--- config.mk ---
export PLATFORM = sky130hd
export DESIGN_NAME = vga_timing_gen
export DESIGN_NICKNAME = d
export VERILOG_FILES = /design/src/rtl/vga_timing_gen.sv
export SDC_FILE = /design/constraint.sdc
export NUM_CORES = 1
export LEC_CHECK = 0
export BUFFER_PORTS_ARGS = -buffer_cell sky130_fd_sc_hd__buf_2
export CORE_UTILIZATION = 56
export CTS_CLUSTER_SIZE = 14
export DETAILED_ROUTE_END_ITERATION = 7
export PLACE_DENSITY = 0.83
export SLEW_MARGIN = 20
export SYNTH_ARGS = -nofsm -noshare
export SYNTH_HDL_FRONTEND = slang
export SYNTH_SLANG_ARGS = --single-unit
--- constraint.sdc ---
create_clock -name clk -period 5.22 [get_ports clk]
set_clock_uncertainty 0.1 [all_clocks]
set_input_delay 0 -clock clk [delete_from_list [all_inputs] [get_ports clk]]
set_output_delay 0 -clock clk [all_outputs]
set_load 0.01 [all_outputs]
--- src/rtl/vga_timing_gen.sv ---
// vga_timing_gen
// Parametrised VGA timing generator. Divides clk down to a pixel tick and
// runs the x/y raster counters on it. Decodes sync, blank and the line/frame
// event strobes, with an optional per-pixel delay pipeline on sync and blank
// so they line up with a multi-cycle pixel renderer.
//
// Ports:
//   clk, reset    system clock, asynchronous active-high reset
//   pix_tick      one-clk pulse per pixel
//   x, y          raster position (0..HMAX-1, 0..VMAX-1)
//   active        visible-area flag, undelayed
//   hsync, vsync  sync outputs with programmable polarity, delayed PIPE_DELAY ticks
//   blank_b       high while visible, delayed PIPE_DELAY ticks
//   sync_b        tied low
//   line_start, frame_start, vblank_start   one-clk event strobes
//   frame_cnt     16-bit frame counter, present only with VGA_FRAME_COUNT_EN
//
// Build option: define VGA_FRAME_COUNT_EN to add the frame_cnt output.
module vga_timing_gen #(
    parameter int HACTIVE    = 640,
    parameter int HFP        = 16,
    parameter int HSYN       = 96,
    parameter int HBP        = 48,
    parameter int VACTIVE    = 480,
    parameter int VFP        = 10,
    parameter int VSYN       = 2,
    parameter int VBP        = 33,
    parameter int DIV        = 2,
    parameter int HS_POL     = 0,
    parameter int VS_POL     = 0,
    parameter int PIPE_DELAY = 0,
    parameter int CW         = 11
) (
    input  logic          clk,
    input  logic          reset,
    output logic          pix_tick,
    output logic [CW-1:0] x,
    output logic [CW-1:0] y,
    output logic          active,
    output logic          hsync,
    output logic          vsync,
    output logic          blank_b,
    output logic          sync_b,
    output logic          line_start,
    output logic          frame_start,
`ifdef VGA_FRAME_COUNT_EN
    output logic          vblank_start,
    output logic [15:0]   frame_cnt
`else
    output logic          vblank_start
`endif
);

    localparam int HMAX = HACTIVE + HFP + HSYN + HBP;
    localparam int VMAX = VACTIVE + VFP + VSYN + VBP;
    localparam int DW   = (DIV > 1) ? $clog2(DIV) : 1;

    localparam logic [DW-1:0] DIV_LAST = DW'(DIV - 1);
    localparam logic [CW-1:0] X_LAST   = CW'(HMAX - 1);
    localparam logic [CW-1:0] Y_LAST   = CW'(VMAX - 1);
    localparam logic [CW-1:0] H_VIS    = CW'(HACTIVE);
    localparam logic [CW-1:0] V_VIS    = CW'(VACTIVE);
    localparam logic [CW-1:0] HS_START = CW'(HACTIVE + HFP);
    localparam logic [CW-1:0] HS_END   = CW'(HACTIVE + HFP + HSYN);
    localparam logic [CW-1:0] VS_START = CW'(VACTIVE + VFP);
    localparam logic [CW-1:0] VS_END   = CW'(VACTIVE + VFP + VSYN);

    logic [DW-1:0] div_cnt_q, div_cnt_d;
    logic [CW-1:0] x_q, x_d;
    logic [CW-1:0] y_q, y_d;

    logic hs_raw, vs_raw, vis_raw;
    logic hs_dly, vs_dly, vis_dly;

    // With DIV=1 DIV_LAST is 0, so the divider sits at 0 and the tick is constant.
    assign pix_tick = (div_cnt_q == DIV_LAST);

    always_comb begin
        div_cnt_d = (div_cnt_q == DIV_LAST) ? '0 : div_cnt_q + DW'(1);
        x_d = x_q;
        y_d = y_q;
        if (pix_tick) begin
            if (x_q == X_LAST) begin
                x_d = '0;
                y_d = (y_q == Y_LAST) ? '0 : y_q + CW'(1);
            end else begin
                x_d = x_q + CW'(1);
            end
        end
    end

    always_ff @(posedge clk or posedge reset) begin
        if (reset) begin
            div_cnt_q <= '0;
            x_q       <= '0;
            y_q       <= '0;
        end else begin
            div_cnt_q <= div_cnt_d;
            x_q       <= x_d;
            y_q       <= y_d;
        end
    end

    assign hs_raw  = (x_q >= HS_START) && (x_q < HS_END);
    assign vs_raw  = (y_q >= VS_START) && (y_q < VS_END);
    assign vis_raw = (x_q < H_VIS) && (y_q < V_VIS);

    generate
        if (PIPE_DELAY == 0) begin : g_no_dly
            assign hs_dly  = hs_raw;
            assign vs_dly  = vs_raw;
            assign vis_dly = vis_raw;
        end else begin : g_dly
            // Bit 0 takes the fresh decode; the MSB is the oldest sample.
            logic [PIPE_DELAY-1:0] hs_pipe_q,  hs_pipe_d;
            logic [PIPE_DELAY-1:0] vs_pipe_q,  vs_pipe_d;
            logic [PIPE_DELAY-1:0] vis_pipe_q, vis_pipe_d;

            always_comb begin
                hs_pipe_d  = hs_pipe_q;
                vs_pipe_d  = vs_pipe_q;
                vis_pipe_d = vis_pipe_q;
                if (pix_tick) begin
                    hs_pipe_d  = (hs_pipe_q  << 1) | PIPE_DELAY'(hs_raw);
                    vs_pipe_d  = (vs_pipe_q  << 1) | PIPE_DELAY'(vs_raw);
                    vis_pipe_d = (vis_pipe_q << 1) | PIPE_DELAY'(vis_raw);
                end
            end

            // Reset to zero: sync inactive and blanking asserted until the pipe fills.
            always_ff @(posedge clk or posedge reset) begin
                if (reset) begin
                    hs_pipe_q  <= '0;
                    vs_pipe_q  <= '0;
                    vis_pipe_q <= '0;
                end else begin
                    hs_pipe_q  <= hs_pipe_d;
                    vs_pipe_q  <= vs_pipe_d;
                    vis_pipe_q <= vis_pipe_d;
                end
            end

            assign hs_dly  = hs_pipe_q[PIPE_DELAY-1];
            assign vs_dly  = vs_pipe_q[PIPE_DELAY-1];
            assign vis_dly = vis_pipe_q[PIPE_DELAY-1];
        end
    endgenerate

    assign x            = x_q;
    assign y            = y_q;
    assign active       = vis_raw;
    assign hsync        = (HS_POL != 0) ? hs_dly : ~hs_dly;
    assign vsync        = (VS_POL != 0) ? vs_dly : ~vs_dly;
    assign blank_b      = vis_dly;
    assign sync_b       = 1'b0;
    assign line_start   = pix_tick && (x_q == '0);
    assign frame_start  = line_start && (y_q == '0);
    assign vblank_start = line_start && (y_q == V_VIS);

`ifdef VGA_FRAME_COUNT_EN
    logic [15:0] frame_cnt_q, frame_cnt_d;

    always_comb begin
        frame_cnt_d = frame_start ? frame_cnt_q + 16'd1 : frame_cnt_q;
    end

    always_ff @(posedge clk or posedge reset) begin
        if (reset) begin
            frame_cnt_q <= '0;
        end else begin
            frame_cnt_q <= frame_cnt_d;
        end
    end

    assign frame_cnt = frame_cnt_q;
`endif

endmodule

After elaboration in Yosys (flattened, before gate mapping)
Index checks and enable logic that the tools add are counted.
{"block": "classes", "bitwise_logic": 2, "n_lt_le_gt_ge": 6, "mux": 3, "n_eq_ne": 3, "n_addsub": 3, "reduce_logical": 9}
{"cell": "adder 11 x 1 -> 11 bit (second input constant)", "count": 2}
{"cell": "equality test 11 x 10 -> 1 bit (second input constant)", "count": 2}
{"cell": "logical NOT 11 bit", "count": 2}
{"cell": "< comparator 11 x 10 -> 1 bit (second input constant)", "count": 2}
{"cell": "< comparator 11 x 9 -> 1 bit (second input constant)", "count": 2}
{"cell": "two-way mux 11 bit", "count": 2}
{"cell": "equality test 11 x 9 -> 1 bit (second input constant)", "count": 1}
{"cell": "greater-or-equal comparator 11 x 10 -> 1 bit (second input constant)", "count": 1}
{"cell": "greater-or-equal comparator 11 x 9 -> 1 bit (second input constant)", "count": 1}
{"cell": "logical AND 1 bit", "count": 6}
{"cell": "NOT 1 bit", "count": 2}
{"cell": "AND reduction 2 bit", "count": 1}
{"cell": "adder 1 bit (second input constant)", "count": 1}
{"cell": "two-way mux 1 bit", "count": 1}
{"block": "totals", "inputBits": 2, "register_bits": 23}

Depth between registers and ports, before layout
Gate-level depths: netlist (run 1).
{"block": "depth", "ltp_word": 3, "depth_mapped": 6, "depth_no_buf": 6}

Least setup slack after synthesis (run 1)
Ideal clock, no wire load.
{"block": "synth_timing", "path_type": "reg-to-reg", "startpoint": "reg x_q[4], in the netlist x[4]", "endpoint": "reg y_q[4], in the netlist y[4]", "path_stages_with_launch": 7, "path_slack_ns": 3.034, "arrival_ns": 2.010, "setup_ns": 0.076, "path_cell_list": "dfrtp_1 buf_4 or3b_1 or4_1 buf_2 or3b_1 o21ai_1"}
{"block": "synth_via", "elab_chain_cells": 2}
{"item": "start: declaration", "line_no": "69", "source": "logic [CW-1:0] x_q, x_d;"}
{"item": "start signal: assignment", "line_no": "95", "source": "x_q <= '0;"}
{"item": "start signal: assignment", "line_no": "99", "source": "x_q <= x_d;"}
{"item": "equality test 11 x 10 -> 1 bit", "line_no": "83", "source": "if (x_q == X_LAST) begin"}
{"item": "AND reduction 2 bit (no source line)"}
{"item": "end signal: assignment", "line_no": "100", "source": "y_q <= y_d;"}
{"item": "end: declaration", "line_no": "70", "source": "logic [CW-1:0] y_q, y_d;"}
Every way passes these cells.
A chain may end at the register's enable or synchronous reset.

Final worst setup path (run 1)
{"block": "layout_timing", "startpoint": "reg x_q[0], in the netlist x[0]", "endpoint": "reg y_q[4], in the netlist y[4]"}
Same word-level chain as after synthesis.

==> out/qor.csv, run 1 <==
metric,value,unit
status,"finished, final reports clean",
grt.total_usage,25.9,%
clk_latency,0.32,ns
fin_nets,184,
ir_drop,0.000168,V
ys_top_cells_by_area,"dfrtp_1 (43%), ha_1 (4.7%), xnor2_1 (4.6%)",
hpwlAfterDp,2100,um
ys_ff_latch,23,
pin_count,33,
wl_per_cell,14.0,um
crit_arrival,2.60,ns
cts_tree,built,
hold_viol_final,0,
dr_wl_met2,1430,um
cts_sinks,23,
drive_above_1_share,20.5,%
vias_per_cell,5.67,
antenna_found_initial,0,
relSlewSlack,42.9,%
finalWeightedCongestion,0.914,
detail-route-antenna-nets,0,
path_class,register to register,
syn_area,0.00133,mm^2
syn_nets,155,
hold_class,input pin to asynchronous set/reset pin,
fmax,410,MHz
synth_top_cell_by_area,dfrtp_1,
ys.warnings.count,0,
yosysUniqueCellTypes,31,
synth-seq-area-share,43.2,%
wl_met1,1260,um
portBuffers,31,
num_rows,17,
syn2layout_area_growth,14.7,%
dr.pass1.iters,4,
drc_errors,0,
h-tree-depth,1,
crit_fanout,9,
wl_met3,90,um
netlist_instances,148,
grt_pass1_vias,1083,
wirelength,2860,um
fin_crit_sh,46.7,%
required,5.38,ns
finalSetupViolations,0,
grt_max_degree,24,
drv_cap,0,
fp.dieW,50.8,um
antenna_cells,0,
core,0.00223,mm^2
yosys.area.top_type_share,43.2,%
power_density,173,mW/mm^2
p_total,0.265,mW
grt_overflow,0,
start_kind,register,
cts_made_buffers,3,
period_minus_slack,2.44,ns
setup_tns,0,ns
cts-root-buf,clkbuf_4,
first_iter_violations,27,
cts.clk_slew.worst_paths,0.13,ns
end_kind,register,
top_layer,met4,
drv_slew,0,
worstMarginPinSlew,0.855,ns
synth.avg_cell_area,9.01,um^2
initial_utilization,59.7,%
rsz0062_at_grt,false,
p_leak,0.758,nW
cts_buffer_depth,2,
dieArea,0.00258,mm^2
grt_pass1_wl,4870,um
vias,1157,
dieHeight,50.8,um
[power breakdown]
group | leakage, nW | total, mW | switching, mW | internal, mW
Sequential | 0.307 | 0.178 | 0 | 0.178
Clock | 0.0150 | 0.0827 | 0.0528 | 0.0299
Combinational | 0.436 | 0.00455 | 0.00376 | 0.000781
Total | 0.758 | 0.265 | 0.0565 | 0.209
[cell usage in the layout, fill, tap and decap left out, drive strengths merged, types with 2 or more instances in the layout]
| cell type | count |
|---|---|
| clkbuf | 4 |
| xor2 | 5 |
| dfrtp | 23 |
| ha | 5 |
| inv | 10 |
| nor3 | 5 |
| xnor2 | 7 |
| nor4b | 2 |
| mux2i | 4 |
| or3 | 3 |
| nand3 | 9 |
| buf | 31 |
| nand2 | 13 |
| a21oi | 4 |
| or3b | 2 |
| and4 | 5 |
| nor4 | 5 |
| nand4 | 8 |
| o21ai | 9 |
| nor2 | 12 |
[synth_stat cells]
| cell type | n |
|---|---|
| xor2_1 | 5 |
| or3b_1 | 2 |
| nand4_1 | 8 |
| and4b_1 | 1 |
| o21a_1 | 1 |
| nand2_1 | 13 |
| or4_1 | 1 |
| nor4b_1 | 2 |
| mux2i_1 | 4 |
| ha_1 | 5 |
| nand3_1 | 9 |
| nor2b_1 | 1 |
| nand2b_1 | 1 |
| and2_1 | 1 |
| or2_2 | 1 |
| buf_2 | 3 |
| clkbuf_1 | 2 |
| o21ai_0 | 8 |
| o21ai_1 | 1 |
| and4_1 | 5 |
| a21oi_1 | 4 |
| or3_1 | 3 |
| buf_4 | 3 |
| conb_1 | 1 |
| nor4_1 | 5 |
| nor2_1 | 12 |
| dfrtp_1 | 23 |
| and3_1 | 1 |
| inv_1 | 10 |
| xnor2_1 | 7 |
| nor3_1 | 5 |
[metal layers]
metal | global-route usage [%] | vias up
met5 | 0 | -
met1 | 32.1 | 548
met2 | 42.7 | 30
met3 | 3.64 | 7
met4 | 14.8 | 0
li1 | - | 572
[registers in the layout, summed over array words and instances (netlist names)]
name / count
pix_tick: 1
x: 11
y: 11
[worst paths after layout]
| check | to | start | cells after the start | slack [ns] |
|---|---|---|---|---|
| max | y[4] | x[0] | 5 | 2.78 |
| min | y[0] | reset | 3 | 0.27 |
| max reg2reg | y[4] | x[0] | 5 | 2.78 |
| min reg2reg | y[7] | y[7] | 1 | 0.46 |
| max in group asynchronous | x[9] | reset | 3 | 4.21 |
| min in group clk | y[7] | y[7] | 1 | 0.46 |
[per-stage QoR]
step | util, % | instances | hold WS [ns] | instance area [um^2] | worst slack, ns
2_1_floorplan | - | 148 | -0.0981 | 1330 | 3.03
3_3_place_gp | 66.5 | 199 | 0.103 | 1490 | 2.80
3_5_place_dp | 66.5 | 199 | 0.117 | 1490 | 2.63
4_1_cts | 68.1 | 204 | 0.306 | 1520 | 2.60
5_1_grt | 68.5 | 204 | 0.364 | 1530 | 2.66
6_report | 68.5 | 204 | 0.275 | 1530 | 2.78
[worst max-delay path, cell delays in order, from the launching register on]
cell	delay, ns
dfrtp_1	0.45
ha_1	0.20
nand4_1	0.31
or4_1	0.78
or3b_1	0.42
o21ai_1	0.11
[final cells by class]
class	count	area, um^2
sequential	23	576
inverter	10	37.5
timing repair buffer	32	165
fill	197	703
tap	28	35.0
multi-input combinational	107	691
clock buffer	4	26.3
[kinds of logic after synthesis]
family | count (synthesis) | share of synthesized area (%)
AND/OR/NAND/NOR | 71 | 29.4
flip-flops | 23 | 43.2
buffers and inverters | 18 | 6.19
AO/OA/AOI/OAI | 14 | 5.44
XOR/XNOR | 12 | 7.88
adder cells (fa/ha/maj) | 5 | 4.69
multiplexers | 4 | 3.00
other | 1 | 0.281
[what timing repair did]
item / CTS / global route
endpoints found under the hold margin: 23 / 0
buffers inserted: 0 / 0
hold buffers: 1 / 0
resized for setup: 0 / 0
endpoints found under the setup margin: 0 / 0
Note: power is estimated with default switching activity, not from simulation.
==> inputs of run 2 (changes only) <==
--- a/config.mk
+++ b/config.mk
@@ -5,11 +5,12 @@
 export SDC_FILE = /design/constraint.sdc
 export NUM_CORES = 1
 export LEC_CHECK = 0
+export ABC_AREA = 1
 export BUFFER_PORTS_ARGS = -buffer_cell sky130_fd_sc_hd__buf_2
-export CORE_UTILIZATION = 56
+export CORE_UTILIZATION = 49
 export CTS_CLUSTER_SIZE = 14
 export DETAILED_ROUTE_END_ITERATION = 7
-export PLACE_DENSITY = 0.83
+export PLACE_DENSITY = 0.76
 export SLEW_MARGIN = 20
 export SYNTH_ARGS = -nofsm -noshare
 export SYNTH_HDL_FRONTEND = slang
==> constraint.sdc (replaced) <==
create_clock -name clk -period 2 [get_ports clk]
set_clock_uncertainty 0.1 [all_clocks]
set_input_delay 0 -clock clk [delete_from_list [all_inputs] [get_ports clk]]
set_output_delay 0 -clock clk [all_outputs]
set_load 0.01 [all_outputs]
==> out/qor.csv, run 2 <==
metric,value,unit,change
status,"finished, final reports clean",,
final_area,0.00178,mm^2,+16%
cts_sinks,23,,unchanged
ys_ff_latch,23,,unchanged
hpwlAfterDp,2590,um,+23%
fin_nets,253,,+38%
timing.hold.ws,0.153,ns,-0.122 ns
path_cells,inv_1 -> ha_1 -> nand2_1 -> nor3_1 -> nand3b_1 -> nor2_1 -> buf_2,,
wirelength,3420,um,+20%
finalSetupViolations,0,,unchanged
drc_errors,0,,unchanged
cts_tree,built,,
ys_top_cells_by_area,"dfrtp_1 (37%), nand2_1 (11%), inv_1 (6.7%)",,
cts_buffer_depth,2,,unchanged
p_leak,0.975,nW,+29%
synth_top_cell_by_area,dfrtp_1,,
antenna_found_initial,0,,unchanged
vias_per_cell,5.14,,-9.3%
dr.pass1.iters,4,,unchanged
crit_arrival,1.59,ns,-1.01 ns
ys.warnings.count,0,,unchanged
path_class,register to output pin,,
yosysUniqueCellTypes,30,,-3.2%
dieArea,0.00341,mm^2,+32%
cts_resized,0,,unchanged
vias,1486,,+28%
wl_met1,1580,um,+25%
period_minus_slack,1.69,ns,
place_area,0.00174,mm^2,+17%
first_iter_violations,68,,+150%
syn2layout_area_growth,14.1,%,
grt.total_usage,22.0,%,-3.9 points
core,0.00303,mm^2,+36%
detail-route-antenna-nets,0,,unchanged
end_kind,output pin,,
required,1.90,ns,-3.48 ns
syn_area,0.00156,mm^2,+17%
drv_cap,0,,unchanged
crit_fanout,4,,-5
cp_slowest_cell,dfrtp_1,,
cts.clk_slew.worst_paths,0.13,ns,about the same
ys_top_cells_by_count,"nand2_1 (47), inv_1 (28), nor2_1 (27), dfrtp_1 (23), nand3_1 (18)",,
hold_class,input pin to asynchronous set/reset pin,,
fp.dieW,58.4,um,+15%
pin_count,33,,unchanged
netlist_instances,212,,+43%
post-synth-top-count-cell,nand2_1,,
start_kind,register,,
fin_crit_sh,84.4,%,
syn_nets,219,,+41%
final_common_cell,nand2_1,,
grt_max_degree,24,,unchanged
antenna_cells,0,,unchanged
finalWeightedCongestion,0.894,,-2.2%
cts-root-buf,clkbuf_4,,
wl_per_cell,11.8,um,-15%
drive_above_1_share,23.3,%,+2.8 points
rsz0062_at_grt,false,,
initial_utilization,51.5,%,-8.2 points
num_rows,20,,+3
synth-seq-area-share,36.9,%,-6.2 points
h-tree-depth,1,,unchanged
synth.avg_cell_area,7.35,um^2,-18%
portBuffers,31,,unchanged
cts_made_buffers,3,,unchanged
top_layer,met4,,
ir_drop,0.000279,V,+66%
dieHeight,58.4,um,+15%
synthFlopType,dfrtp_1,,
dr_wl_met2,1660,um,+16%
yosys.area.top_type_share,36.9,%,-6.2 points
cp_slowest_stage_delay,0.44,ns,-0.34 ns
power_density,391,mW/mm^2,+130%
synth_edf_count,0,,unchanged
fmax,592,MHz,
most-common-layout-cells,"nand2_1 (47), buf_2 (31), inv_1 (28)",,
hold_viol_final,0,,unchanged
grt_pass1_vias,1352,,+25%
clk_latency,0.31,ns,about the same
grt_pass1_wl,5820,um,+20%
async_flop_share,100,%,unchanged
grt_overflow,0,,unchanged
setup_tns,0,ns,unchanged
wl_met3,141,um,+57%
drv_slew,0,,unchanged
==> run 2: cell count changes after synthesis, moves of 5 or more <==
cell	delta
nand3_1	+9
nand2_2	+6
xnor2_1	-6
nand2_1	+34
inv_1	+18
and4_1	-5
nor2_1	+15
==> run 2: worst paths after layout <==
| path | cells after the start | startpoint | end | slack [ns] |
|---|---|---|---|---|
| worst max-delay path | 7 | x[1] | frame_start | 0.31 |
| worst min-delay path | 4 | reset | y[8] | 0.15 |
| worst max register to register | 7 | x[0] | y[1] | 0.32 |
| worst min register to register | 1 | x[4] | x[4] | 0.48 |
| max in group asynchronous | 4 | reset | x[6] | 1.42 |
| min in group clk | 1 | x[4] | x[4] | 0.48 |
==> run 2: kinds of logic (layout without fill, tap and decap cells) <==
group / Yosys count / count (layout) / share of synthesized area (%)
AOI/OAI and AO/OA: 11 / 11 / 4.25
xor gates and xnor gates: 5 / 5 / 2.81
adders and majority gates: 5 / 5 / 4.01
buffers and inverters: 36 / 69 / 10.0
DFF: 23 / 23 / 36.9
other: 1 / 1 / 0.241
and+or+nand+nor: 131 / 131 / 41.7
==> run 2: layout make-up <==
type	instances	area, um^2
fillers	288	1250
multi-input cells	153	827
flip-flops and latches	23	576
repair buffers	33	173
inverters	32	123
well taps	44	55.1
clock buffers	4	26.3
==> run 2: timing repair <==
| item | in CTS | in global routing |
|---|---|---|
| hold buffers | 1 | 0 |
| setup buffers | 0 | 0 |
| endpoints found under the hold margin | 23 | 0 |
==> run 2: power breakdown <==
| part | internal [mW] | leakage, nW | switching, mW | total [mW] |
|---|---|---|---|---|
| sequential | 0.465 | 0.307 | 0 | 0.465 |
| clock | 0.0779 | 0.0150 | 0.139 | 0.217 |
| combinational | 0.00340 | 0.653 | 0.0103 | 0.0137 |
| total | 0.546 | 0.975 | 0.149 | 0.695 |
==> run 2: worst max-delay path, delay by kind of cell, from the launching register on <==
| family | cells | cell delay, ns |
|---|---|---|
| fa+ha+maj | 1 | 0.15 |
| buf+inv | 2 | 0.22 |
| flops | 1 | 0.44 |
| simple gates | 4 | 0.47 |
==> run 2: through the flow <==
stage / setup slack, ns / utilization, % / cells / power (mW)
floorplan: 0.553 / - / 212 / 0.483
finish: 0.311 / 58.8 / 289 / 0.695
global route: 0.110 / 58.8 / 289 / 0.722
detailed placement: 0.345 / 57.6 / 284 / 0.487
global placement: 0.396 / 57.6 / 284 / 0.487
CTS: 0.281 / 58.8 / 289 / 0.708
==> run 2: routing by layer <==
metal | up-vias | global-route usage [%]
met2 | 44 | 36.5
li1 | 742 | -
met5 | - | 0
met3 | 6 | 3.96
met4 | 0 | 7.82
met1 | 694 | 28.9
==> inputs of run 3 (changes only) <==
--- a/config.mk
+++ b/config.mk
@@ -7,10 +7,10 @@
 export LEC_CHECK = 0
 export ABC_AREA = 1
 export BUFFER_PORTS_ARGS = -buffer_cell sky130_fd_sc_hd__buf_2
-export CORE_UTILIZATION = 49
+export CORE_UTILIZATION = 54
 export CTS_CLUSTER_SIZE = 14
 export DETAILED_ROUTE_END_ITERATION = 7
-export PLACE_DENSITY = 0.76
+export PLACE_DENSITY = 0.79
 export SLEW_MARGIN = 20
 export SYNTH_ARGS = -nofsm -noshare
 export SYNTH_HDL_FRONTEND = slang
==> constraint.sdc (replaced) <==
create_clock -name clk -period 1.7 [get_ports clk]
set_clock_uncertainty 0.1 [all_clocks]
set_input_delay 0 -clock clk [delete_from_list [all_inputs] [get_ports clk]]
set_output_delay 0 -clock clk [all_outputs]
set_load 0.01 [all_outputs]
==> out/qor.csv, run 3 (synthesized netlist as in run 2, its figures left out) <==
metric,value,unit,change
grt.total_usage,24.7,%,+2.7 points
grt_max_degree,24,,unchanged
dieArea,0.00311,mm^2,-9.0%
start_kind,register,,
drc_errors,0,,unchanged
cp.depth,8,,+1
vias,1550,,+4.3%
portBuffers,31,,unchanged
ir_drop,0.000406,V,+45%
rsz0062_at_grt,true,,
drv_slew,0,,unchanged
regToRegStartpoint,y[0],,
core,0.00273,mm^2,-9.7%
cts_made_buffers,3,,unchanged
period_minus_slack,1.63,ns,
final_area,0.00194,mm^2,+9.0%
initial_utilization,57.0,%,+5.5 points
fp.dieW,55.7,um,-4.6%
hold_class,input pin to asynchronous set/reset pin,,
path_cells,buf_6 -> inv_2 -> ha_4 -> nand2_1 -> nor2_1 -> nand3_1 -> nor2_1 -> buf_2,,
grt_overflow,0,,unchanged
rrSetupSlack,0.11,ns,-0.21 ns
num_rows,19,,-5.0%
drv_cap,0,,unchanged
cp_slowest_stage_delay,0.42,ns,-0.02 ns
worstReg2RegEnd,y[8],,
finalSetupViolations,0,,unchanged
fmax,615,MHz,
h-tree-depth,1,,unchanged
finalWeightedCongestion,0.914,,+2.3%
cts_buffer_depth,2,,unchanged
most-common-layout-cells,"nand2_1 (46), buf_2 (31), nor2_1 (26)",,
antenna_found_initial,0,,unchanged
fin_crit_sh,95.7,%,
cts_tree,built,,
crit_arrival,1.53,ns,-0.06 ns
crit_fanout,4,,unchanged
cp_slowest_cell,dfrtp_1,,
syn2layout_area_growth,24.4,%,
clk_latency,0.31,ns,about the same
required,1.60,ns,-0.30 ns
wl_per_cell,12.7,um,+6.9%
cts.clk_slew.worst_paths,0.13,ns,about the same
cts-root-buf,clkbuf_4,,
fin_nets,265,,+4.7%
cp_num_buf_inv,3,,+1
path_class,register to output pin,,
dieHeight,55.7,um,-4.6%
setup_tns,0,ns,unchanged
critPathLaunch,y[1],,
dr.pass1.iters,4,,unchanged
hpwlAfterDp,2660,um,+2.8%
pin_count,33,,unchanged
cpMostUsedCell,nor2_1,,
wirelength,3650,um,+6.5%
place_area,0.00177,mm^2,+1.7%
hold_viol_final,0,,unchanged
final_core_util,70.9,%,+12 points
endpoint,frame_start,,
vias_per_cell,5.38,,+4.7%
cp_top_family,flip-flops,,
end_kind,output pin,,
final_common_cell,nand2_1,,
r2r_cells,7,,unchanged
grt_pass1_wl,6140,um,+5.5%
power_density,425,mW/mm^2,+8.9%
p_leak,1.02,nW,+4.3%
p_total,0.825,mW,+19%
first_iter_violations,59,,-13%
status,"finished, final reports clean",,
antenna_cells,0,,unchanged
grt_pass1_vias,1393,,+3.0%
timing.hold.ws,0.153,ns,+0.000683 ns
drive_above_1_share,31.9,%,+8.6 points
detail-route-antenna-nets,0,,unchanged
cts_sinks,23,,unchanged
-- run 3: per-layer routing --
metal  track usage, %  share of wire, %  vias to the layer above
li1                 -                 -                      763
met5                0                 0                        -
met3             3.26               3.5                        4
met4             9.64              0.85                        0
met2             41.8                50                       40
met1             32.0                45                      743
-- run 3: how the worst min path moves through the flow --
| stage | end |
|---|---|
| CTS | y[10] |
| detailed placement | y[6] |
| global route | y[4] |
| global placement | y[6] |
| finish | y[10] |
| floorplan | pix_tick |
-- run 3: final cells by class --
type / count / area [um^2]
multi-input combinational: 153 / 897
fill: 232 / 795
sequential: 23 / 579
timing repair buffer: 45 / 270
inverter: 32 / 128
tap: 31 / 38.8
clock buffer: 4 / 26.3
-- run 3: stage by stage --
stage	instances	setup WS, ns
global placement	277	0.202
finish	288	0.0736
CTS	283	0.00186
floorplan	212	0.253
global route	288	-0.0561
detailed placement	277	0.168
-- run 3: timing repair --
item                                    4_1_cts  5_1_grt
hold endpoints to repair                     23        0
gates resized for setup                       8       15
setup buffers                                 2        5
pin swaps                                     3        8
hold buffers                                  1        0
endpoints found under the setup margin        3       20
-- run 3: power by group --
part / switching (mW) / internal (mW) / total [mW]
Combinational: 0.0121 / 0.00400 / 0.0161
Sequential: 0 / 0.547 / 0.547
Clock: 0.170 / 0.0917 / 0.262
Total: 0.182 / 0.643 / 0.825
-- run 3: worst register-to-register path: stages, from the launching register on --
cell	delay [ns]
dfrtp_2	0.44
buf_4	0.12
ha_1	0.20
inv_1	0.11
nor2_4	0.14
nand4_1	0.13
nor3_1	0.20
nor2_1	0.06
